--- src/rtl/fir_pkg.sv ---
// Shared coefficient format for fir_filter and its coefficient controller:
// default sizes, power-on tap set and controller FSM states.
package fir_pkg;

    localparam int NTAPS_DEFAULT = 4;
    localparam int CW_DEFAULT    = 8;

    localparam logic signed [CW_DEFAULT-1:0] DEFAULT_COEF [NTAPS_DEFAULT] = '{8'sd1, 8'sd2, 8'sd2, 8'sd1};

    typedef enum logic [1:0] {
        IDLE,
        LOAD,
        ARMED
    } coef_state_e;

    // Taps beyond the default table come up as zero when NTAPS is overridden.
    function automatic logic signed [CW_DEFAULT-1:0] default_coef(input int idx);
        default_coef = (idx < NTAPS_DEFAULT) ? DEFAULT_COEF[idx] : '0;
    endfunction

endpackage

--- src/rtl/fir_coef_bank.sv ---
// NTAPS x CW coefficient register bank: single write port, whole-bank
// parallel load and synchronous reset to the default tap set.
module fir_coef_bank
    import fir_pkg::*;
#(
    parameter int NTAPS = NTAPS_DEFAULT,
    parameter int CW    = CW_DEFAULT,
    localparam int AW   = $clog2(NTAPS)
) (
    input  logic                  clk,
    input  logic                  rst,
    input  logic                  wr_en,
    input  logic [AW-1:0]         wr_addr,
    input  logic [CW-1:0]         wr_data,
    input  logic                  load_en,
    input  logic [NTAPS*CW-1:0]   load_data,
    output logic [NTAPS*CW-1:0]   coef_flat
);

    logic [CW-1:0] taps_q [NTAPS];

    // A bank load replaces every tap, so it takes precedence over a single write.
    always_ff @(posedge clk) begin
        if (rst) begin
            for (int i = 0; i < NTAPS; i++) begin
                taps_q[i] <= CW'(default_coef(i));
            end
        end else if (load_en) begin
            for (int i = 0; i < NTAPS; i++) begin
                taps_q[i] <= load_data[i*CW +: CW];
            end
        end else if (wr_en) begin
            taps_q[wr_addr] <= wr_data;
        end
    end

    for (genvar g = 0; g < NTAPS; g++) begin : g_flat
        assign coef_flat[g*CW +: CW] = taps_q[g];
    end

endmodule

--- src/rtl/fir_coef_ctrl.sv ---
// Double-buffered FIR coefficient controller: host loads a shadow bank, which
// is swapped into the active bank on a sample boundary. Optional readback port
// is enabled with `define FIR_COEF_READBACK_EN.
module fir_coef_ctrl
    import fir_pkg::*;
#(
    parameter int NTAPS = NTAPS_DEFAULT,
    parameter int CW    = CW_DEFAULT,
    localparam int AW   = $clog2(NTAPS)
) (
    input  logic                  clk,
    input  logic                  rst,
    input  logic                  sample_tick,
    input  logic                  cfg_valid,
    output logic                  cfg_ready,
    input  logic [AW-1:0]         cfg_addr,
    input  logic [CW-1:0]         cfg_data,
    input  logic                  cfg_last,
    input  logic                  cfg_abort,
    output logic [NTAPS*CW-1:0]   coef_out,
    output logic                  busy,
    output logic                  swap_done
`ifdef FIR_COEF_READBACK_EN
    ,
    input  logic [AW-1:0]         rd_addr,
    input  logic                  rd_sel,
    output logic [CW-1:0]         rd_data
`endif
);

    coef_state_e         state_q, state_d;
    logic                swap_done_q;
    logic                beat_accept;
    logic                do_swap;
    logic [NTAPS*CW-1:0] active_flat;
    logic [NTAPS*CW-1:0] shadow_flat;

    // Abort wins over both a pending beat and a swap in the same cycle.
    always_comb begin
        cfg_ready   = (state_q != ARMED);
        beat_accept = cfg_valid && cfg_ready && !cfg_abort;
        do_swap     = (state_q == ARMED) && sample_tick && !cfg_abort;
        state_d     = state_q;
        case (state_q)
            IDLE, LOAD: begin
                if (beat_accept) begin
                    state_d = cfg_last ? ARMED : LOAD;
                end
            end
            ARMED: begin
                if (sample_tick) begin
                    state_d = IDLE;
                end
            end
            default: state_d = IDLE;
        endcase
        if (cfg_abort) begin
            state_d = IDLE;
        end
    end

    always_ff @(posedge clk) begin
        if (rst) begin
            state_q     <= IDLE;
            swap_done_q <= 1'b0;
        end else begin
            state_q     <= state_d;
            swap_done_q <= do_swap;
        end
    end

    fir_coef_bank #(.NTAPS(NTAPS), .CW(CW)) u_shadow (
        .clk       (clk),
        .rst       (rst),
        .wr_en     (beat_accept),
        .wr_addr   (cfg_addr),
        .wr_data   (cfg_data),
        .load_en   (cfg_abort),
        .load_data (active_flat),
        .coef_flat (shadow_flat)
    );

    fir_coef_bank #(.NTAPS(NTAPS), .CW(CW)) u_active (
        .clk       (clk),
        .rst       (rst),
        .wr_en     (1'b0),
        .wr_addr   ('0),
        .wr_data   ('0),
        .load_en   (do_swap),
        .load_data (shadow_flat),
        .coef_flat (active_flat)
    );

    assign coef_out  = active_flat;
    assign busy      = (state_q != IDLE);
    assign swap_done = swap_done_q;

`ifdef FIR_COEF_READBACK_EN
    logic [CW-1:0]       rd_data_q;
    logic [NTAPS*CW-1:0] rd_bank;

    assign rd_bank = rd_sel ? shadow_flat : active_flat;

    always_ff @(posedge clk) begin
        if (rst) begin
            rd_data_q <= '0;
        end else begin
            rd_data_q <= rd_bank[rd_addr*CW +: CW];
        end
    end

    assign rd_data = rd_data_q;
`endif

endmodule

--- config.mk ---
export PLATFORM = sky130hd
export DESIGN_NAME = fir_coef_ctrl
export DESIGN_NICKNAME = d
export VERILOG_FILES = /design/src/rtl/fir_pkg.sv /design/src/rtl/fir_coef_bank.sv /design/src/rtl/fir_coef_ctrl.sv
export SDC_FILE = /design/constraint.sdc
export NUM_CORES = 1
export LEC_CHECK = 0
export CORE_MARGIN = 10
export CORE_UTILIZATION = 45
export CTS_BUF_LIST = sky130_fd_sc_hd__clkbuf_2
export DETAILED_ROUTE_END_ITERATION = 10
export PLACE_DENSITY = 0.71
export SLEW_MARGIN = 20
export SYNTH_ARGS = -nofsm -noshare
export SYNTH_HDL_FRONTEND = slang
export SYNTH_SLANG_ARGS = --single-unit
--- constraint.sdc ---
create_clock -name clk -period 4.3 [get_ports clk]
set_clock_uncertainty 0.1 [all_clocks]
set_input_delay 1.075 -clock clk [delete_from_list [all_inputs] [get_ports clk]]
set_output_delay 1.075 -clock clk [all_outputs]
set_load 0.03 [all_outputs]
==> flow_summary_export.csv, run 1 <==
group,metric,value,unit
run_status,status,"complete, no violations",
final_layout,drive_above_1_share,10.4,%
clocking,cts_root_buffer,"clkbuf_2",
worst_setup_path,crit_end,"cfg_ready",
synthesis,synth_top_area_cell,"edfxtp_1",
clocking,cts_setup_buffers,0,
job,cap_violations,0,
clocking,clockBufferDepth,2,
floorplan,dieArea,9500,um2
sta,holdWs,388,ps
routing,wirelength,5940,um
final_layout,antenna_cells,0,
worst_setup_path,worstSetupPathDepth,3,
clocking,clk_pin_slew,200,ps
floorplan,die_w,97.4,um
synthesis,syn_nets,219,
worst_setup_path,cp_top_family,"buffers and inverters",
clocking,clkLatencyLatePin,490,ps
synthesis,synthFlopType,"edfxtp_1",
global_routing,grt_max_degree,34,
worst_setup_path,worst-path-buf-inv,2,
worst_setup_path,worstPathArrival,1890,ps
routing,avgRoutedWirePerCell,17.3,um
sta,finalHoldViolCount,0,
sta,finalSetupTns,0,ps
sta,period_needed,3070,ps
final_layout,nets,279,
routing,vias,1773,
sta,rsz0062_at_grt,"no",
floorplan,fp.dieH,97.4,um
sta,worst_pin_slew,519,ps
worst_setup_path,cp_data_required_time,3120,ps
routing,ant_nets,0,
sta,fin_crit_sh,71.4,%
clocking,cts.sinks,67,
clocking,cts_buffers,9,
synthesis,ys_seq_area_share,73.4,%
placed_design,place_congestion,0.794,
power_and_ir_drop,power,1.24,mW
routing,drc,0,
worst_setup_path,reg2reg_depth,4,
synthesis,syn-instance-count,203,
worst_setup_path,critical_path.cell_chain,"and2b_1 > inv_2 > clkdlybuf4s50_1",
routing,drt_first_iter_violations,122,
synthesis,synthArstFlopShare,0,%
floorplan,core,5890,um2
min_path,min_path_type,"reg2reg",
final_layout,fillers,518,
global_routing,grt_overflow_total,0,
power_and_ir_drop,leakagePower,1.22,nW
synthesis,yosys-top-cells-count,"edfxtp_1, nand2_1, o21ai_0",
floorplan,start_util,45.9,%
worst_setup_path,critPathKind,"reg2out",
synthesis,yosysTopAreaCellShare,71.2,%
clocking,htreeDepth,3,
worst_setup_path,crit_fanout,7,
global_routing,grt_pass1_vias,1858,
clocking,hold_buffers,0,
global_routing,grt_pass1_wl,9670,um
routing,viasPerCell,5.17,
final_layout,area_delta_synth_final,26.8,%
worst_setup_path,cp-end-kind,"output pin",
worst_setup_path,cp-start-kind,"register",
worst_setup_path,cp-startpoint,"state_q[0]",
placed_design,portBuffers,50,
synthesis,synth.most_common_cell,"edfxtp_1",
worst_setup_path,timing.rr.start,"state_q[0]",
worst_setup_path,critical_path.max_stage_delay,690,ps
global_routing,grt_usage,12.9,%
power_and_ir_drop,ir_worst_vdd,0.000183,V
worst_setup_path,slowest_stage,"clkdlybuf4s50_1",
sta,clock.fmax,0.326,GHz
synthesis,syn_area,2700,um2
placed_design,dp_hpwl,4110,um
synthesis,synthesis.area_per_instance,13.3,um2
synthesis,yosysUniqueCellTypes,24,
synthesis,synth-edff-count,64,
min_path,hold_start,"state_q[1]",
clocking,cts_resized,0,
floorplan,ioPinCount,51,
worst_setup_path,r2r_end,"u_shadow.taps_q[3][0]",
synthesis,ys_warn_count,0,
floorplan,rows,28,
routing,dr.pass1.iters,4,
sta,relSlewSlack,65.4,%
worst_setup_path,reg2reg_slack,2620,ps
sta,slew_violations,0,
synthesis,ys_ff_latch,67,
power_and_ir_drop,cellPowerDensity,362,nW/um2
global_routing,grt_antenna_before_repair,0,
synthesis,synth_area_leaders,"edfxtp_1, and2_1, nand2_1",
clocking,tritoncts,"done",
sta,setup_viol,0,
## worst min-delay path by stage
stage	to	depth (start not counted)
final	state_q[0]	1
after global routing	state_q[0]	1
after CTS	state_q[0]	1
after detailed placement	state_q[0]	1
after global placement	state_q[0]	1
after floorplan	state_q[0]	1
## through the flow
step	worst slack, ps	util, %	std cells	instance area (um2)
CTS	1200	58.2	343	3420
global placement	1480	56.3	327	3310
global route	1110	58.2	343	3420
floorplan	1140	-	203	2700
detailed placement	1370	56.3	327	3310
finish	1230	58.2	343	3420
## per-layer routing
| layer | part of all wire (%) | routed length (um) | GRT usage [%] | vias to the layer above |
|---|---|---|---|---|
| li1 | - | - | - | 849 |
| met2 | 48 | 2870 | 19.9 | 65 |
| met1 | 41 | 2430 | 15.1 | 843 |
| met4 | 2.5 | 150 | 7.27 | 0 |
| met5 | 0 | 0 | 0 | - |
| met3 | 8.3 | 492 | 4.62 | 16 |
## power by group
part	internal, mW	switching, mW	total [mW]
Clock	0.134	0.237	0.371
Sequential	0.745	0.0110	0.756
Combinational	0.0442	0.0686	0.113
## registers in the layout, summed over array words and instances, names as in the netlist
name,count
state_q,2
u_shadow.taps_q,32
u_active.taps_q,32
swap_done,1
## cells in the final DEF, fill, tap and decap left out
cell type and n:
and2_1 29, nand3b_1 2, nor4_1 1, clkinv_2 4
o31ai_1 1, dfxtp_1 3, o21ai_1 2, nand3_1 1
nand2b_1 9, inv_6 1, inv_2 1, o22ai_1 1
nor2_1 1, nand2_1 40, edfxtp_1 64, o22a_1 4
clkdlybuf4s50_1 50, clkinv_4 1, nor2b_2 1, o21bai_2 1
nor2_4 1, and3_2 1, or2_2 1, clkbuf_2 9
and2b_1 1, o21ai_0 30, nand4_1 1, bufinv_16 1
buf_4 6
## layout make-up
class	count	area, um2	share of cell area [%]
clock buffer	9	45.0	1.32
timing repair buffer	56	546	15.9
tap	75	93.8	2.74
sequential	67	1980	57.9
inverter	1	3.75	0.110
multi-input combinational	128	686	20.0
clock inverter	7	67.6	1.97
## cells by family after synthesis
logic type	count (synthesis)	synth area share, %
buffers and inverters	8	1.39
DFF	67	73.4
AOI/OAI and AO/OA	39	8.02
and+or+nand+nor	89	17.2
Note: power is estimated with default switching activity, not from simulation.
==> run 2, diff against run 1 <==
- PLACE_DENSITY: 0.71 -> 0.73
- clock period: 4.3 -> 2.55 ns (I/O delays scaled with it)
==> flow_summary_export.csv, run 2 (synthesis results as in run 1) <==
group,metric,value,unit
placed_design,place_congestion,0.807,
final_layout,layout_commonest_cell,"edfxtp_1",
final_layout,final_cell_mix,"edfxtp_1, clkdlybuf4s50_1, nand2_1",
final_layout,top_regs,"u_active.taps_q: 32 flops, u_shadow.taps_q: 32 flops, state_q: 2 flops",
clocking,cts_setup_buffers,0,
worst_setup_path,cp_top_family,"buffers and inverters",
worst_setup_path,cp-start-kind,"register",
sta,slew_violations,0,
routing,ant_nets,0,
routing,dr.pass1.iters,4,
sta,relSlewSlack,67.8,%
clocking,cts_root_buffer,"clkbuf_2",
floorplan,start_util,45.9,%
job,cap_violations,0,
worst_setup_path,crit_fanout,2,
routing,drc,0,
worst_setup_path,worstPathArrival,1610,ps
sta,clock.fmax,0.426,GHz
floorplan,rows,28,
routing,top_layer_used,"met4",
sta,setup_viol,0,
final_layout,area_delta_synth_final,27.9,%
power_and_ir_drop,leakagePower,1.24,nW
floorplan,fp.dieH,97.4,um
final_layout,nets,283,
final_layout,fin_util,58.7,%
clocking,clkLatencyLatePin,470,ps
global_routing,grt_pass1_vias,1817,
worst_setup_path,critical_path.cell_chain,"clkdlybuf4s50_1",
routing,dr_wl_met2,2930,um
final_layout,fillers,511,
routing,avgRoutedWirePerCell,17.6,um
global_routing,grt_antenna_before_repair,0,
final_layout,drive_above_1_share,11.4,%
worst_setup_path,cp-end-kind,"output pin",
global_routing,grt_pass1_wl,9570,um
clocking,htreeDepth,3,
sta,worst_pin_slew,483,ps
global_routing,grt_usage,12.8,%
routing,wl_met1,2540,um
clocking,clk_pin_slew,200,ps
worst_setup_path,slowest_stage,"clkdlybuf4s50_1",
final_layout,antenna_cells,0,
sta,holdWs,409,ps
routing,viasPerCell,5.17,
min_path,min_path_type,"reg2reg",
clocking,cts_buffers,9,
floorplan,die_w,97.4,um
global_routing,grt_max_degree,29,
floorplan,ioPinCount,51,
sta,fin_crit_sh,92.1,%
worst_setup_path,critPathKind,"reg2out",
clocking,clockBufferDepth,2,
sta,finalHoldViolCount,0,
worst_setup_path,cp_data_required_time,1810,ps
power_and_ir_drop,cellPowerDensity,571,nW/um2
sta,period_needed,2350,ps
sta,finalSetupTns,0,ps
power_and_ir_drop,ir_worst_vdd,0.000230,V
worst_setup_path,critical_path.max_stage_delay,700,ps
floorplan,core,5890,um2
routing,drt_first_iter_violations,135,
placed_design,portBuffers,50,
routing,wirelength,6120,um
placed_design,dp_hpwl,4340,um
run_status,status,"complete, no violations",
global_routing,grt_overflow_total,0,
floorplan,dieArea,9500,um2
worst_setup_path,worst-path-buf-inv,1,
clocking,cts.sinks,67,
routing,wl_met3,567,um
clocking,tritoncts,"done",
routing,vias,1793,
sta,rsz0062_at_grt,"no",
-- run 2: cell count changes in the layout (fill, tap and decap cells not counted), moves of 2 or more --
cell             change
clkinv_2             -2
clkdlybuf4s50_1      -2
clkbuf_2             +2
buf_4                +2
buf_12               +2
-- run 2: final cells by class --
type / count / area, um2 / share of cell area [%]
flip-flops and latches: 67 / 1980 / 57.4
clock buffers: 11 / 55.1 / 1.59
repair buffers: 60 / 602 / 17.4
well taps: 75 / 93.8 / 2.72
multi-input cells: 128 / 686 / 19.9
inverters: 1 / 3.75 / 0.109
clock inverters: 5 / 30.0 / 0.870
-- run 2: path summary, 6_finish.rpt --
kind / startpoint / endpoint / slack (ps) / cells past startpoint
max: u_active.taps_q[3][6] / coef_out[30] / 200 / 1
min: u_shadow.taps_q[3][0] / u_active.taps_q[3][0] / 410 / 1
max reg2reg: state_q[1] / u_active.taps_q[3][1] / 840 / 4
min reg2reg: u_shadow.taps_q[3][0] / u_active.taps_q[3][0] / 410 / 1
-- run 2: layer usage --
metal	vias up	GRT usage, %
li1	860	-
met1	840	15.4
met2	83	20.0
met3	10	4.98
met4	0	5.03
met5	-	0
-- run 2: power by group --
group	switching (mW)	internal [mW]
Clock	0.368	0.132
Combinational	0.118	0.0802
Sequential	0.0177	1.26
Total	0.503	1.47
-- run 2: per-stage QoR --
stage          total power [mW]  instance area, um2  cells  setup slack [ps]
4_1_cts                    1.99                3450    347              31.3
3_3_place_gp               1.49                3370    331               219
5_1_grt                    2.06                3450    347              94.7
3_5_place_dp               1.50                3370    331               173
2_1_floorplan              1.39                2700    203               343
6_report                   1.97                3450    347               201
-- run 2: repair_timing --
item / in CTS / in global routing
hold buffers: 0 / 0
pin swaps: 0 / 0
endpoints found under the setup margin: 1 / 1
resized for setup: 1 / 1
endpoints found under the hold margin: 0 / 0
==> run 3, diff against run 2 <==
- CORE_MARGIN: 10 -> default
==> flow_summary_export.csv, run 3 (synthesis results as in run 1) <==
group,metric,value,unit
clocking,clockBufferDepth,2,
worst_setup_path,timing.rr.start,"state_q[1]",
sta,fin_ws,96.0,ps
sta,relSlewSlack,60.3,%
global_routing,grt_antenna_before_repair,0,
power_and_ir_drop,clkPwrFrac,28.9,%
sta,clock.fmax,0.408,GHz
placed_design,dp_hpwl,3790,um
run_status,status,"complete, no violations",
worst_setup_path,cp-end-kind,"output pin",
routing,dr.pass1.iters,4,
clocking,clk_pin_slew,170,ps
power_and_ir_drop,power.switching,0.502,mW
worst_setup_path,reg2reg_slack,780,ps
final_layout,multi_input_area,686,um2
final_layout,seqCellArea,1980,um2
power_and_ir_drop,p_comb_share,9.6,%
min_path,holdPathEnd,"state_q[0]",
global_routing,grt_pass1_vias,1703,
final_layout,fin_util,61.7,%
worst_setup_path,critPathKind,"reg2out",
routing,wirelength,5590,um
final_layout,area_delta_synth_final,29.0,%
floorplan,ioPinCount,51,
power_and_ir_drop,switching_share,24.3,%
floorplan,dieArea,6310,um2
routing,vias,1796,
floorplan,fp.dieH,79.4,um
final_layout,drive_above_1_share,11.4,%
worst_setup_path,cp-start-kind,"register",
worst_setup_path,crit_fanout,4,
sta,finalSetupTns,0,ps
floorplan,rows,27,
power_and_ir_drop,cellPowerDensity,594,nW/um2
global_routing,grt_overflow_total,0,
final_layout,nets,283,
job,cap_violations,0,
final_layout,layout_commonest_cell,"edfxtp_1",
routing,ant_nets,0,
global_routing,grt_pass1_wl,8670,um
sta,setup_viol,0,
clocking,clkLatencyLatePin,480,ps
routing,drc,0,
sta,worst_pin_slew,595,ps
worst_setup_path,r2r_end,"u_active.taps_q[0][1]",
worst_setup_path,cp_data_required_time,1810,ps
power_and_ir_drop,power,2.07,mW
clocking,cts_buffers,9,
clocking,tritoncts,"done",
floorplan,die_w,79.4,um
global_routing,grt_max_degree,34,
sta,finalHoldViolCount,0,
clocking,cts_root_buffer,"clkbuf_2",
sta,slew_violations,0,
placed_design,place_congestion,0.774,
power_and_ir_drop,pwr-share-seq,61.5,%
final_layout,top_regs,"u_active.taps_q: 32 flops, u_shadow.taps_q: 32 flops, state_q: 2 flops",
routing,avgRoutedWirePerCell,16.3,um
sta,holdWs,392,ps
sta,fin_crit_sh,96.2,%
floorplan,start_util,47.8,%
placed_design,pre_cts_slack,161,ps
min_path,whs_path_depth,1,
power_and_ir_drop,ir_worst_vdd,0.000283,V
sta,period_needed,2450,ps
power_and_ir_drop,leakagePower,1.24,nW
routing,viasPerCell,5.22,
placed_design,portBuffers,50,
worst_setup_path,reg2reg_depth,4,
floorplan,core,5640,um2
min_path,min_path_type,"reg2reg",
final_layout,antenna_cells,0,
clocking,cts.sinks,67,
sta,rsz0062_at_grt,"no",
power_and_ir_drop,p_int,1.57,mW
routing,drt_first_iter_violations,167,
clocking,hold_buffers,0,
final_layout,final_cell_mix,"edfxtp_1, clkdlybuf4s50_1, nand2_1",
global_routing,grt_usage,19.6,%
final_layout,fillers,438,
clocking,htreeDepth,3,
worst_setup_path,worstPathArrival,1720,ps
min_path,hold_start,"state_q[1]",
run 3: changes by cell type in the layout (fill, tap and decap cells not counted), sizes merged:
cell           change
clkinvlp           +1
dlymetal6s2s       -1
clkdlybuf4s50      +1
clkinv             -2
bufinv             +1
run 3: layer usage:
| metal | GRT usage, % | vias to the layer above | wire length (um) |
|---|---|---|---|
| met5 | 0 | - | 0 |
| li1 | - | 855 | - |
| met1 | 26.9 | 853 | 2450 |
| met3 | 4.57 | 13 | 404 |
| met4 | 10.4 | 0 | 128 |
| met2 | 28.8 | 75 | 2610 |
run 3: cell type report:
class / instances / share of cell area (%)
Clock buffer: 11 / 1.58
Clock inverter: 5 / 1.55
Inverter: 1 / 0.108
Multi-Input combinational cell: 128 / 19.7
Sequential cell: 67 / 56.9
Tap cell: 72 / 2.59
Timing Repair Buffer: 60 / 17.6
run 3: how the worst max path moves through the flow:
stage	start	endpoint	slack (ps)	depth (start not counted)
floorplan	cfg_valid	u_shadow.taps_q[0][0]	340	3
detailed placement	cfg_abort	u_active.taps_q[0][4]	160	3
global placement	cfg_abort	u_active.taps_q[0][4]	190	3
finish	state_q[1]	busy	100	2
CTS	state_q[1]	busy	50	2
global route	state_q[1]	busy	20	2
run 3: repair_timing:
action                                 4_1_cts  5_1_grt
gates resized for setup                      1        0
endpoints found under the hold margin        0        0
setup endpoints to repair                    1        0
buffers inserted                             0        0
run 3: power groups by stage:
stage / Combinational [mW] / Sequential [mW] / Clock, mW
finish: 0.199 / 1.27 / 0.597
global route: 0.213 / 1.28 / 0.658
CTS: 0.200 / 1.27 / 0.607
detailed placement: 0.200 / 1.30 / 0
global placement: 0.197 / 1.30 / 0
floorplan: 0.0600 / 1.33 / 0
run 3: stage by stage:
stage,std cells,cell area [um2]
3_5_place_dp,328,3370
2_1_floorplan,203,2700
4_1_cts,344,3480
3_3_place_gp,328,3370
5_1_grt,344,3480
6_report,344,3480
run 3: critical path, cell delays in order (launching register included):
cell             delay, ps
dfxtp_1                360
or2_2                  300
clkdlybuf4s50_1        590
